**src/rtl/led_pattern_sequencer.sv**
```systemverilog
// Table-driven LED sequencer: steps through {pattern, dwell} words, holding each
// pattern for dwell+1 clocks, with loop/one-shot, direction, pause and live table writes.
module led_pattern_sequencer #(
  parameter int LED_W      = 8,
  parameter int DWELL_W    = 8,
  parameter int ADDR_W     = 3,
  parameter int DWELL_INIT = 'h80
) (
  input  logic                     clk,
  input  logic                     rst,
  input  logic                     en,
  input  logic                     dir,
  input  logic                     oneshot,
  input  logic                     wr_en,
  input  logic [ADDR_W-1:0]        wr_addr,
  input  logic [LED_W+DWELL_W-1:0] wr_data,
  output logic [LED_W-1:0]         leds,
  output logic [ADDR_W-1:0]        addr,
  output logic                     busy,
  output logic                     done,
  output logic                     wrap
);

  localparam int DEPTH  = 2 ** ADDR_W;
  localparam int WORD_W = LED_W + DWELL_W;

  localparam logic [1:0] S_IDLE = 2'd0;
  localparam logic [1:0] S_RUN  = 2'd1;
  localparam logic [1:0] S_DONE = 2'd2;

  logic [WORD_W-1:0]  table_q [DEPTH];
  logic [1:0]         state;
  logic [DWELL_W-1:0] count;
  logic [ADDR_W-1:0]  next_addr;
  logic [ADDR_W-1:0]  load_addr;
  logic               at_wrap;
  logic [WORD_W-1:0]  load_word;

  // Write-first bypass: a write landing on the same edge as a load of that
  // address feeds the new word straight into leds/count.
  always_comb begin
    next_addr = dir ? (addr - ADDR_W'(1)) : (addr + ADDR_W'(1));
    at_wrap   = dir ? (addr == '0) : (addr == ADDR_W'(DEPTH - 1));
    load_addr = (state == S_RUN) ? next_addr : '0;
    load_word = (wr_en && (wr_addr == load_addr)) ? wr_data : table_q[load_addr];
  end

  always_ff @(posedge clk) begin
    if (rst) begin
      for (int i = 0; i < DEPTH; i++) begin
        table_q[i] <= {LED_W'(1) << (i % LED_W), DWELL_W'(DWELL_INIT)};
      end
    end else if (wr_en) begin
      table_q[wr_addr] <= wr_data;
    end
  end

  always_ff @(posedge clk) begin
    if (rst) begin
      state <= S_IDLE;
      leds  <= '0;
      addr  <= '0;
      count <= '0;
      busy  <= 1'b0;
      done  <= 1'b0;
      wrap  <= 1'b0;
    end else begin
      wrap <= 1'b0;
      case (state)
        S_IDLE: begin
          leds  <= '0;
          addr  <= '0;
          count <= '0;
          if (en) begin
            state <= S_RUN;
            busy  <= 1'b1;
            leds  <= load_word[WORD_W-1:DWELL_W];
            count <= load_word[DWELL_W-1:0];
          end
        end
        S_RUN: begin
          // en low freezes everything so the remaining dwell resumes intact.
          if (en) begin
            if (count != '0) begin
              count <= count - DWELL_W'(1);
            end else if (at_wrap && oneshot) begin
              state <= S_DONE;
              busy  <= 1'b0;
              done  <= 1'b1;
              wrap  <= 1'b1;
            end else begin
              addr  <= next_addr;
              leds  <= load_word[WORD_W-1:DWELL_W];
              count <= load_word[DWELL_W-1:0];
              wrap  <= at_wrap;
            end
          end
        end
        S_DONE: begin
          if (!en) begin
            state <= S_IDLE;
            done  <= 1'b0;
            leds  <= '0;
            addr  <= '0;
            count <= '0;
          end
        end
        default: begin
          state <= S_IDLE;
          busy  <= 1'b0;
          done  <= 1'b0;
          leds  <= '0;
          addr  <= '0;
          count <= '0;
        end
      endcase
    end
  end

endmodule

```
**config.mk**
```make
export PLATFORM = sky130hd
export DESIGN_NAME = led_pattern_sequencer
export DESIGN_NICKNAME = d
export VERILOG_FILES = /design/src/rtl/led_pattern_sequencer.sv
export SDC_FILE = /design/constraint.sdc
export NUM_CORES = 1
export LEC_CHECK = 0
export ABC_CLOCK_PERIOD_IN_PS = 4300
export CAP_MARGIN = 0
export CORE_MARGIN = 5
export CORE_UTILIZATION = 40
export DETAILED_ROUTE_END_ITERATION = 10
export SKIP_CTS_REPAIR_TIMING = 1
export SLEW_MARGIN = 20
export SYNTH_ARGS = -nofsm -noshare
export SYNTH_HDL_FRONTEND = slang
export SYNTH_SLANG_ARGS = --single-unit
```
**constraint.sdc**
```tcl
create_clock -name clk -period 4.3 [get_ports clk]
set_input_delay 0.86 -clock clk [delete_from_list [all_inputs] [get_ports clk]]
set_output_delay 0.86 -clock clk [all_outputs]
set_load 0.01 [all_outputs]
```
After elaboration in Yosys (flattened, before gate mapping)
Memory sizes are Yosys's and may differ from the RTL's.
Cells that the tools add are included.
Operators by class
  reduce and logical (&&, ||, !) cells: 12
  divide/modulo/power cells: 0
  multipliers: 0
  order comparisons: 0
  mux-type cells: 45
  shift-type cells: 0
  bitwise logic cells: 4
  add/sub/neg operators: 3
  equality and inequality tests: 11
Operators with widths (count)
  8-bit 2-to-1 mux: 9
  8-bit one-hot mux with 3 select lines: 2
  16-bit 2-to-1 mux: 2
  3-bit 2-to-1 mux: 7
  1-bit 2-to-1 mux: 16
  16-bit OR reduction: 1
  5-bit AND reduction: 3
  2-bit 2-to-1 mux: 5
  2-bit inequality test (second input constant): 5
  8-bit nonzero test: 1
  8-bit by 1-bit subtractor with 8-bit output (second input constant): 1
  1-bit one-hot mux with 3 select lines: 2
  2-bit one-hot mux with 3 select lines: 1
  3-bit one-hot mux with 2 select lines: 1
  1-bit NOT: 4
  4-bit AND reduction: 1
  4-bit OR reduction: 1
  3-bit by 1-bit adder with 3-bit output (second input constant): 1
  3-bit == test: 1
  3-bit == test (second input constant): 1
  3-bit zero test: 1
  3-bit inequality test (second input constant): 1
  3-bit AND reduction: 1
  3-bit by 1-bit subtractor with 3-bit output (second input constant): 1
  5 further kinds: 6
Word-level totals
  input port bits: 25
  bits in latches: 0
  memory bits (read-only): 0
  memory bits (writable): 128
  word-level logic and storage cells: 83
  register bits after elaboration: 24
  memories kept: 1
Memories
  table_q: words 8, bits a word 16, rd ports 1, clocked after Yosys merged registers in 0, write ports 8, line 31  | logic [WORD_W-1:0] table_q [DEPTH];

Depth between registers and ports, before layout
Gate-level depths: netlist of the first run.
  depth after elaboration: 10
  gate-level depth with buffers: 11
  mapped depth without buffers: 9

Least setup slack after synthesis of the first run
OpenSTA, ideal clock, no wires.
  kind: input to register
  start point: input port rst
  end point: memory table_q[2][0] (netlist bit) (enable)
  library setup time: 0.411 ns
  stages: 4
  data arrival time: 2.617 ns
  slack: 1.271 ns
  buffers on the path: 1
  path through: clkbuf_1 -> clkinv_1 -> nand3b_1 -> o21ai_0
RTL lines
  start: declaration: line 10  | input logic rst,
  end: declaration: line 31

Worst setup path after layout of the first run
  start point: input port dir
  end point: register count[0]
On the way
  cells in the longest elaborated chain, start to end: 9
  elaborated cells on any way between the ends: 15
  those cells by class: 2 x eq/ne; 9 x mux; 3 x reduce/logical; 1 x memory
Ends and longest elaborated chain
  start: declaration: line 12  | input logic dir,
  branches (longest 9 deep; another with memory 8 x 16 bit)
  end signal: assignment: line 78  | count <= load_word[DWELL_W-1:0];
  end signal: assignment: line 85  | count <= count - DWELL_W'(1);
  end signal: assignment: line 94  | count <= load_word[DWELL_W-1:0];
  end: declaration: line 33  | logic [DWELL_W-1:0] count;
Several ways; the timed one is not identified. The select of a mux whose other input is x is not followed.
A chain may end at the register's enable or synchronous reset.

==> qor.csv, run 1 <==
stage,metric,value,unit
run_status,outcome,"finished, final reports clean",
min_path,hold_depth,1,
routing,via_per_inst,5.840,
cells_and_area,stdcell_count,962,
routing,finalWirelength,20.79,mm
setup_path,cp.depth,9,
cells_and_area,synthToLayoutAreaGrowth,17.77,%
floorplanning,die_h,147.6,um
sta,fin_crit_sh,0.7910,
setup_path,cp_slowest_cell,fa_1,
logic_synthesis,yosys_warnings,0,
global_routing,first_global_vias,5448,
cells_and_area,num_antenna_cells,0,
logic_synthesis,ys.flop_type,edfxtp_1,
placed_design,place.gp.congestion,0.8905,
flow_run,drv_cap,0,
sta,min_period,3401,ps
setup_path,crit_arrival,3730,ps
clock_network,cts.clk_slew.worst_paths,60,ps
setup_path,path_class,in -> reg,
cells_and_area,layout_commonest_cell,edfxtp_1,
logic_synthesis,ys_seq_elements,152,
power,leakagePower,3.145,nW
global_routing,grt_first_pass_wirelength,32.39,mm
floorplanning,core_area,18710,sq um
setup_path,reg2reg_depth,8,
clock_network,clockBufferDepth,2,
global_routing,antenna_found_initial,0,
routing,antenna_left,0,
cells_and_area,final_nets,743,
global_routing,grt_max_degree,63,
floorplanning,die_area,21790,sq um
sta,fin_worst_skew,5.304,ps
floorplanning,initial_core_util,0.4050,
clock_network,cts_tree,done,
sta,setup_ws,898.7,ps
logic_synthesis,ys_async_sr_fraction,0,
placed_design,dp_cells,930,
floorplanning,die_w,147.6,um
sta,worst_slew_pin_slew,989.7,ps
sta,whs,479.0,ps
setup_path,critPathBufInv,1,
placed_design,pre_cts_ws,501.9,ps
routing,drc,0,
sta,rsz0062_at_grt,no,
logic_synthesis,synth.avg_cell_area,11.19,sq um
clock_network,cts_buffers,17,
setup_path,path_cells,clkdlybuf4s50_1 > fa_1 > and3b_1 > nand4b_1 > nand3_1 > and3_1 > a311o_1 > o211ai_1 > a311oi_1,
floorplanning,num_rows,50,
sta,fmax,0.2940,GHz
global_routing,track_usage,0.1952,
cells_and_area,layout-drive-gt1-share,0.09890,
global_routing,grt_overflow,0,
clock_network,clk_latency,430,ps
min_path,hp-class,reg -> reg,
setup_path,crit_fanout,12,
placed_design,dp_hpwl,13.98,mm
setup_path,cp_data_required_time,4630,ps
setup_path,cp-start-kind,input pin,
setup_path,cp-end-kind,flip-flop,
sta,slew_headroom,0.3402,
setup_path,max_stage_delay,890,ps
routing,drtIter0Drc,648,
logic_synthesis,netlist_area,7576,sq um
cells_and_area,final_cell_mix,"edfxtp_1 (128), and2_1 (114), nand2_1 (49), a21oi_1 (46), clkdlybuf4s50_1 (38)",
routing,vias,5618,
logic_synthesis,ys_seq_area_frac,0.5708,
logic_synthesis,synth_fp_nets,705,
logic_synthesis,synth_edf_count,128,
clock_network,cts_num_sinks,152,
floorplanning,pin_count,39,
clock_network,htreeDepth,4,
power,ir_worst_vdd,0.2691,mV
clock_network,cts-root-buf,clkbuf_16,
sta,finalMaxSlewViolations,0,
logic_synthesis,synth_cells,677,
routing,wl_per_cell,21.61,um
logic_synthesis,yosysUniqueCellTypes,62,
sta,setup_viol,0,
sta,tns,0,ps
setup_path,cp_top_family,simple AND/OR/NAND/NOR gates,
sta,timing.final.hold_violations,0,
placed_design,buffer_ports.inserted,38,
power,power_density,464.8,nW/um^2
routing,drt_pass1_iterations,5,
## cell families after synthesis
| group | synth area share |
|---|---|
| buf+inv | 0.03303 |
| mux | 0.02626 |
| flops | 0.5708 |
| compound gates | 0.1457 |
| simple gates | 0.2046 |
| xor+xnor | 0.01371 |
| fa+ha+maj | 0.005945 |
## flip-flops by register name, indices dropped and copies added (netlist names)
register  cells
leds          8
count         8
addr          3
state         2
busy          1
table_q     128
wrap          1
done          1
## synth_stat cells, types with 3 or more instances
cell | count | area [sq um]
buf_2 | 14 | 70.07
o211ai_1 | 13 | 97.59
a311o_1 | 3 | 30.03
a311oi_1 | 14 | 122.6
or3_1 | 6 | 37.54
a31oi_1 | 7 | 43.79
o21ai_0 | 29 | 145.1
a21oi_1 | 46 | 230.2
edfxtp_1 | 128 | 3844
nor3_1 | 3 | 15.01
nand2_1 | 49 | 183.9
nand4b_1 | 4 | 35.03
xnor2_1 | 3 | 26.28
a221oi_1 | 21 | 183.9
o21ai_1 | 3 | 15.01
dfxtp_1 | 24 | 480.5
xor2_1 | 3 | 26.28
clkbuf_1 | 27 | 101.4
mux2i_1 | 15 | 150.1
o2111ai_1 | 3 | 26.28
and2_1 | 114 | 713.2
nor3b_1 | 5 | 37.54
nand3_1 | 9 | 45.04
a22o_1 | 10 | 87.58
nand2b_1 | 10 | 62.56
buf_1 | 3 | 11.26
inv_1 | 7 | 26.28
nor2b_1 | 27 | 168.9
nor2_1 | 35 | 131.4
## final cells by class
type / instances / area, sq um
fill: 1673 / 9783
tap: 234 / 292.8
timing repair buffer: 67 / 598.1
sequential: 152 / 4325
multi-input combinational: 469 / 3018
inverter: 8 / 30.03
clock buffer: 19 / 432.9
clock inverter: 13 / 225.2
## power by group
part / internal, mW / switching (mW) / total [mW]
Clock: 1.09 / 0.593 / 1.68
Combinational: 0.277 / 0.425 / 0.702
Sequential: 1.70 / 0.0626 / 1.77
Total: 3.07 / 1.08 / 4.15
## metal layers
| layer | GRT usage | up-vias | share of wire | routed length (um) |
|---|---|---|---|---|
| met3 | 0.04139 | 28 | 0.072 | 1505 |
| met4 | 0.06477 | 0 | 0.019 | 402 |
| met5 | 0 | - | 0 | 0 |
| met2 | 0.2962 | 246 | 0.46 | 9462 |
| li1 | - | 2581 | - | - |
| met1 | 0.2796 | 2763 | 0.45 | 9418 |
## path summary, 6_finish.rpt
| path | startpoint | to | slack (ps) |
|---|---|---|---|
| worst min register to register | leds[1] | leds[1] | 480 |
| worst max register to register | addr[0] | count[5] | 1260 |
| worst min-delay path | leds[1] | leds[1] | 480 |
| worst max-delay path | dir | count[0] | 900 |
## metrics by stage
step / utilization / power [mW] / area (sq um)
floorplan: - / 2.242 / 7576
global placement: 0.4418 / 2.477 / 8264
global route: 0.4770 / 4.301 / 8922
detailed placement: 0.4418 / 2.488 / 8264
CTS: 0.4770 / 4.153 / 8922
finish: 0.4770 / 4.147 / 8922
Power figures use the tool's default switching activity.
==> run 2, diff against run 1 <==
--- a/config.mk
+++ b/config.mk
@@ -5,7 +5,7 @@
 export SDC_FILE = /design/constraint.sdc
 export NUM_CORES = 1
 export LEC_CHECK = 0
-export ABC_CLOCK_PERIOD_IN_PS = 4300
+export ABC_CLOCK_PERIOD_IN_PS = 3300
 export CAP_MARGIN = 0
 export CORE_MARGIN = 5
 export CORE_UTILIZATION = 40
==> constraint.sdc (replaced) <==
create_clock -name clk -period 3.3 [get_ports clk]
set_input_delay 0.66 -clock clk [delete_from_list [all_inputs] [get_ports clk]]
set_output_delay 0.66 -clock clk [all_outputs]
set_load 0.01 [all_outputs]
==> run 2 against run 1 <==
Against the previous run: sequential cell count unchanged; largest power group unchanged; count of clock-buffer cells in the layout did not move; power increased by 24%; critical endpoint is now count[1]; critical path type unchanged; highest routed layer unchanged.
==> qor.csv, run 2 (same netlist as run 1, synthesis figures left out) <==
stage,metric,value,unit
power,ir_worst_vdd,0.3801,mV
clock_network,cts_num_sinks,152,
power,power_frac_clock,0.366,
sta,fin_crit_sh,0.8745,
min_path,hp-class,reg -> reg,
sta,slew_headroom,0.5867,
placed_design,place.gp.congestion,0.8494,
power,sw_frac_of_total,0.2764,
placed_design,dp_cells,941,
flow_run,drv_cap,0,
cells_and_area,reg_top3,"table_q (128), count (8), leds (8)",
setup_path,r2r_start,addr[1],
setup_path,rr_endpoint,count[1],
min_path,hold_path_end,leds[2],
cells_and_area,synthToLayoutAreaGrowth,18.41,%
global_routing,grt_overflow,0,
global_routing,grt_first_pass_wirelength,32.78,mm
cells_and_area,largest_register_ffs,128,
sta,fmax,0.3465,GHz
placed_design,pre_cts_ws,8.316,ps
sta,fin_worst_skew,6.818,ps
sta,timing.final.hold_violations,0,
run_status,outcome,"finished, final reports clean",
cells_and_area,postLayoutCoreUtil,0.4796,
global_routing,first_global_vias,5479,
clock_network,cts_tree,done,
clock_network,clockBufferDepth,2,
min_path,min_from,leds[2],
routing,antenna_left,0,
power,power_density,572.1,nW/um^2
cells_and_area,layout_commonest_cell,edfxtp_1,
setup_path,crit_path_start,dir,
power,p_sw,1.419,mW
global_routing,top_usage_layer,met2,
setup_path,reg2reg_depth,10,
global_routing,use_met2,0.3189,
setup_path,ff2ff_setup_slack,740,ps
clock_network,clk_latency,430,ps
routing,via_per_inst,5.750,
sta,setup_viol,0,
setup_path,cp_data_required_time,3650,ps
cells_and_area,num_antenna_cells,0,
routing,drt_pass1_iterations,5,
setup_path,cp-start-kind,input pin,
clock_network,cts_buffers,17,
global_routing,track_usage,0.1998,
floorplanning,die_h,147.6,um
global_routing,met3_usage,0.03709,
min_path,hold_depth,1,
routing,drc,0,
power,p_total,5.132,mW
cells_and_area,layout-drive-gt1-share,0.1069,
clock_network,cts.clk_slew.worst_paths,60,ps
power,p_seq_frac,0.447,
placed_design,dp_hpwl,14.04,mm
sta,min_period,2886,ps
sta,rsz0062_at_grt,no,
setup_path,crit_arrival,3230,ps
clock_network,htreeDepth,4,
setup_path,crit_fanout,25,
setup_path,cp-end-kind,flip-flop,
placed_design,buffer_ports.inserted,38,
sta,worst_slew_pin_slew,615.3,ps
floorplanning,num_rows,50,
sta,finalMaxSlewViolations,0,
setup_path,path_class,in -> reg,
routing,vias,5595,
cells_and_area,largest_register,table_q,
routing,finalWirelength,21.34,mm
routing,drtIter0Drc,514,
floorplanning,die_w,147.6,um
global_routing,grt_max_degree,90,
cells_and_area,final_nets,754,
power,internal-power,3.714,mW
cells_and_area,stdcell_count,973,
power,leakagePower,3.164,nW
floorplanning,pin_count,39,
routing,wl_per_cell,21.93,um
sta,tns,0,ps
clock_network,cts-root-buf,clkbuf_16,
floorplanning,die_area,21790,sq um
cells_and_area,final_cell_mix,"edfxtp_1 (128), and2_1 (114), nand2_1 (49), a21oi_1 (46), clkdlybuf4s50_1 (38)",
global_routing,grt_use_met1,0.2803,
floorplanning,initial_core_util,0.4050,
sta,setup_ws,414.2,ps
cells_and_area,fill_cells,1704,
power,combinationalPowerShare,0.186,
global_routing,antenna_found_initial,0,
floorplanning,core_area,18710,sq um
run 2: cell types whose count changed in the layout (fill, tap and decap cells not counted):
cell	delta
clkinvlp_4	+2
clkinv_1	+4
inv_6	+1
bufinv_16	-4
buf_12	+5
buf_4	+6
clkinv_2	-3
run 2: how the worst max path moves through the flow:
stage                    endpoint  slack, ps  cells past startpoint
finish                   count[1]        410                     11
CTS                      count[7]        470                     10
detailed placement       count[7]          8                     10
floorplan           table_q[2][0]        470                      4
global route              leds[2]        300                     10
global placement         count[7]        100                     10
run 2: worst max-delay path, cell delays in order:
cell and delay, ps:
clkdlybuf4s50_1 450, fa_1 590, buf_4 200, xnor2_1 130
nand3_1 100, nand3_1 160, nand3_2 150, buf_12 210
o211ai_1 130, o2111ai_1 230, a21oi_1 220
run 2: per-stage QoR:
| stage | cell area (sq um) | hold WS [ps] |
|---|---|---|
| global route | 8971 | 500.3 |
| finish | 8971 | 481.3 |
| CTS | 8971 | 482.7 |
| detailed placement | 8409 | 468.5 |
| floorplan | 7576 | 469.7 |
| global placement | 8409 | 460.9 |
run 2: metal layers:
layer  routed length, um  vias to the layer above
li1                    -                     2617
met1                9694                     2758
met2               10090                      195
met3                1241                       25
met4                 315                        0
met5                   0                        -
run 2: power groups by stage:
stage,Sequential [mW],Clock (mW),Combinational [mW]
detailed placement,2.33,0,0.947
global route,2.31,1.99,1.04
floorplan,2.32,0,0.607
global placement,2.33,0,0.937
CTS,2.29,1.90,0.953
finish,2.30,1.88,0.957
run 2: layout make-up:
type	instances	area (sq um)	area share
inverter	8	30.03	0.003347
clock inverter	13	128.9	0.01437
tap	234	292.8	0.03264
sequential	152	4325	0.4821
timing repair buffer	78	743.2	0.08285
clock buffer	19	432.9	0.04826
multi-input combinational	469	3018	0.3364
==> run 3, diff against run 2 <==
--- a/config.mk
+++ b/config.mk
@@ -7,7 +7,7 @@
 export LEC_CHECK = 0
 export ABC_CLOCK_PERIOD_IN_PS = 3300
 export CAP_MARGIN = 0
-export CORE_MARGIN = 5
+export CORE_MARGIN = 2
 export CORE_UTILIZATION = 40
 export DETAILED_ROUTE_END_ITERATION = 10
 export SKIP_CTS_REPAIR_TIMING = 1
==> run 3 against run 2 <==
Against the previous run: via count grew 0.89%; power shrank 0.15%; critical path depth shrank 1; sequential power is essentially flat; die area shrank 8.0%; clock power is essentially flat; count of clock-buffer cells in the layout shrank 2; register-to-register slack gained 20 ps; first-iteration DRC count grew 35%; combinational power grew 1%.
==> qor.csv, run 3 (same netlist as run 1, synthesis figures left out) <==
stage,metric,value,unit
routing,antenna_left,0,
setup_path,crit_fanout,10,
floorplanning,die_h,141.6,um
clock_network,cts_num_sinks,152,
sta,timing.final.hold_violations,0,
setup_path,r2r_start,addr[0],
sta,slew_headroom,0.4720,
min_path,hold_depth,1,
routing,via_per_inst,5.760,
cells_and_area,final_cell_mix,"edfxtp_1 (128), and2_1 (114), nand2_1 (49), a21oi_1 (46), buf_4 (43)",
global_routing,use_met2,0.3296,
sta,rsz0062_at_grt,no,
cells_and_area,postLayoutCoreUtil,0.4840,
cells_and_area,layout-drive-gt1-share,0.1260,
clock_network,cts-root-buf,clkbuf_16,
cells_and_area,multiInputGateArea,3025,sq um
floorplanning,num_rows,50,
cells_and_area,layout.area.seq,4325,sq um
clock_network,htreeDepth,4,
min_path,hp-class,reg -> reg,
power,sw_frac_of_total,0.2850,
sta,fmax,0.3516,GHz
power,leakagePower,3.205,nW
cells_and_area,num_antenna_cells,0,
placed_design,place.gp.congestion,0.8593,
global_routing,antenna_found_initial,0,
power,combinationalPowerShare,0.189,
sta,tns,0,ps
sta,fin_worst_skew,8.865,ps
routing,drc,0,
power,ir_worst_vdd,0.3189,mV
routing,drtIter0Drc,692,
global_routing,first_global_vias,5478,
setup_path,path_class,in -> reg,
routing,drt_pass1_iterations,5,
global_routing,grt_max_degree,53,
routing,wl_per_cell,21.40,um
floorplanning,die_area,20060,sq um
setup_path,cp-start-kind,input pin,
cells_and_area,layout_commonest_cell,edfxtp_1,
min_path,hold_path_end,leds[6],
routing,vias,5645,
routing,finalWirelength,20.97,mm
setup_path,cp-end-kind,flip-flop,
min_path,min_from,leds[6],
sta,worst_slew_pin_slew,789.1,ps
placed_design,dp_hpwl,14.14,mm
setup_path,reg2reg_depth,8,
setup_path,rr_endpoint,leds[7],
floorplanning,core_area,18640,sq um
clock_network,cts.clk_slew.worst_paths,60,ps
floorplanning,die_w,141.6,um
global_routing,grt_use_met1,0.3198,
global_routing,track_usage,0.2191,
power,power_frac_clock,0.364,
clock_network,clk_latency,430,ps
setup_path,cp_data_required_time,3640,ps
cells_and_area,final_nets,761,
cells_and_area,largest_register_ffs,128,
global_routing,top_usage_layer,met2,
sta,finalMaxSlewViolations,0,
power,p_total,5.125,mW
floorplanning,initial_core_util,0.4064,
cells_and_area,synthToLayoutAreaGrowth,19.11,%
clock_network,cts_tree,done,
sta,fin_crit_sh,0.8618,
power,internal-power,3.664,mW
global_routing,met3_usage,0.04691,
clock_network,clockBufferDepth,2,
clock_network,cts_buffers,17,
setup_path,crit_arrival,3180,ps
global_routing,grt_overflow,0,
power,p_seq_frac,0.447,
placed_design,buffer_ports.inserted,38,
setup_path,ff2ff_setup_slack,760,ps
cells_and_area,reg_top3,"table_q (128), count (8), leds (8)",
flow_run,drv_cap,0,
floorplanning,pin_count,39,
run_status,outcome,"finished, final reports clean",
sta,min_period,2844,ps
power,p_sw,1.461,mW
global_routing,grt_first_pass_wirelength,32.68,mm
cells_and_area,fill_cells,1640,
cells_and_area,largest_register,table_q,
power,power_density,567.9,nW/um^2
sta,setup_viol,0,
-- run 3: area by class of cell --
type | instances | share of cell area
inverters | 8 | 0.003328
well taps | 234 | 0.03245
clock buffers | 17 | 0.04714
flip-flops and latches | 152 | 0.4793
repair buffers | 85 | 0.08680
multi-input cells | 469 | 0.3353
clock inverters | 15 | 0.01567
-- run 3: critical path, cell delays in order --
cell,delay (ps)
clkdlybuf4s50_1,450
fa_1,600
buf_4,200
xnor2_1,130
nand3_1,100
nand3_1,170
and3_1,350
a311o_1,160
o211ai_1,100
a311oi_1,270
-- run 3: how the worst max path moves through the flow --
stage | from | end | slack [ps] | cells past startpoint
after floorplan | rst | table_q[2][0] | 470 | 4
after global placement | dir | count[0] | 90 | 9
after detailed placement | dir | count[0] | 60 | 10
after CTS | dir | count[0] | 500 | 10
after global routing | dir | count[6] | 310 | 10
final | dir | count[0] | 460 | 10
-- run 3: power groups by stage --
stage / Clock, mW / Combinational (mW) / Sequential [mW]
after global placement: 0 / 0.949 / 2.32
after CTS: 1.90 / 0.962 / 2.29
after global routing: 1.97 / 1.06 / 2.30
final: 1.87 / 0.970 / 2.29
after detailed placement: 0 / 0.956 / 2.33
after floorplan: 0 / 0.607 / 2.32
-- run 3: metrics by stage --
step / hold WS (ps) / setup WS, ps / cells / cell area, sq um
final: 478.7 / 456.1 / 980 / 9024
after global routing: 492.4 / 308.8 / 980 / 9024
after CTS: 474.6 / 500.9 / 980 / 9024
after detailed placement: 461.0 / 62.22 / 948 / 8457
after global placement: 459.2 / 88.20 / 948 / 8457
after floorplan: 469.7 / 471.4 / 677 / 7576
-- run 3: metal layers --
layer	vias to the layer above	wire length, um
met3	26	1669
met2	252	9551
li1	2624	-
met1	2743	9449
met4	0	299
met5	-	0
==> patch (config.mk and constraints of run 2) <==
Reset style: asynchronous (`rst`), changed in 2 clocked blocks.
--- a/src/rtl/led_pattern_sequencer.sv
+++ b/src/rtl/led_pattern_sequencer.sv
@@ -46,5 +46,5 @@
   end
 
-  always_ff @(posedge clk) begin
+  always_ff @(posedge clk or posedge rst) begin
     if (rst) begin
       for (int i = 0; i < DEPTH; i++) begin
@@ -56,5 +56,5 @@
   end
 
-  always_ff @(posedge clk) begin
+  always_ff @(posedge clk or posedge rst) begin
     if (rst) begin
       state <= S_IDLE;
Function: differs if rst is asserted again (counterexample within 4 cycles, from zero or initial values and one cycle with rst high); with rst held inactive, the same outputs for 4 cycles.
==> patch against run 2 <==
- area after synthesis rose by 1.2%
- sequential cell count did not move
- synthesized cell count rose by 4.6%
- register-to-register slack got worse by 0.14 ns
- worst setup slack improved by 0.053 ns
- die area rose by 1.1%
- wire length fell by 2.4%
- maximum frequency rose by 1.9%
- clock skew rose by 0.0014 ns
- count of clock-buffer cells in the layout rose by 3
- cell area rose by 1.4%
Power is not compared: it rests on default switching activity, and its combinational part moved more than twofold at a synthesized area within 25%.
==> patch: results (changes against run 2) <==
* Status: complete, no violations
* Crit path max fanout at 11 (-56%)
* Vias in the first global route at 6123 (+12%)
* Routability Congestion at 0.8925 (+5.1%)
* Inverters at 20 (+12)
* Largest net degree at the start of global routing at 153 (+70%)
* Register area at 3825 sq um (-12%)
* Asr flop ratio synth at 100.0% (+100 points)
* Global-route wire length before repair at 34.40 mm (+4.9%)
* Buffering overhead at 7.702% (-0.58 points)
* Post-synth EDFFs at 0 (-100%)
* Pre-CTS setup slack at 0.08334 ns (+0.07502 ns)
* WHS Path Cells at 2 (+1)
* Via count at 5894 (+5.3%)
* Minimum hold slack at 0.4798 ns (-0.001421 ns)
* Slew headroom at 45.43% (-13 points)
* Synthesized net count at 735 (+4.3%)
* Ys flop type: dfrtp_1
* Starting DRT DRC Count at 566 (+10%)
* Critical path data arrival time at 3.17 ns (-0.06 ns)
* Reg2reg setup slack at 0.60 ns (-0.14 ns)
* Filler Cells Inserted at 1707 (+0.18%)
* Routed WL per cell at 20.92 um (-4.6%)
* Multi-input gate share of total cell area at 38.72% (+5.1 points)
* Post-layout min period at 2.833 ns (-0.05313 ns)
* Multi-input logic cell count at 483 (+3.0%)
-- patch: kinds of logic after synthesis --
family | Yosys count | synth area share (%)
flops | 152 | 49.86
xor+xnor | 2 | 0.6199
buf+inv | 73 | 4.242
fa+ha+maj | 2 | 0.4242
compound gates | 193 | 17.59
simple gates | 182 | 11.99
mux | 104 | 15.27
-- patch: worst max path at each step --
| stage | end | cells after the start | slack (ns) |
|---|---|---|---|
| global placement | leds[7] | 8 | 0.14 |
| global route | leds[7] | 8 | 0.34 |
| floorplan | leds[0] | 10 | 0.70 |
| finish | leds[4] | 8 | 0.47 |
| CTS | leds[7] | 8 | 0.48 |
| detailed placement | leds[4] | 8 | 0.08 |
-- patch: layer usage --
layer | track usage (%) | share of wire [%] | vias to the layer above | routed length (um)
li1 | - | - | 2681 | -
met1 | 28.45 | 46 | 3023 | 9631
met2 | 30.80 | 47 | 165 | 9849
met3 | 4.052 | 4.8 | 25 | 1003
met4 | 5.635 | 1.6 | 0 | 329
met5 | 0 | 0 | - | 0
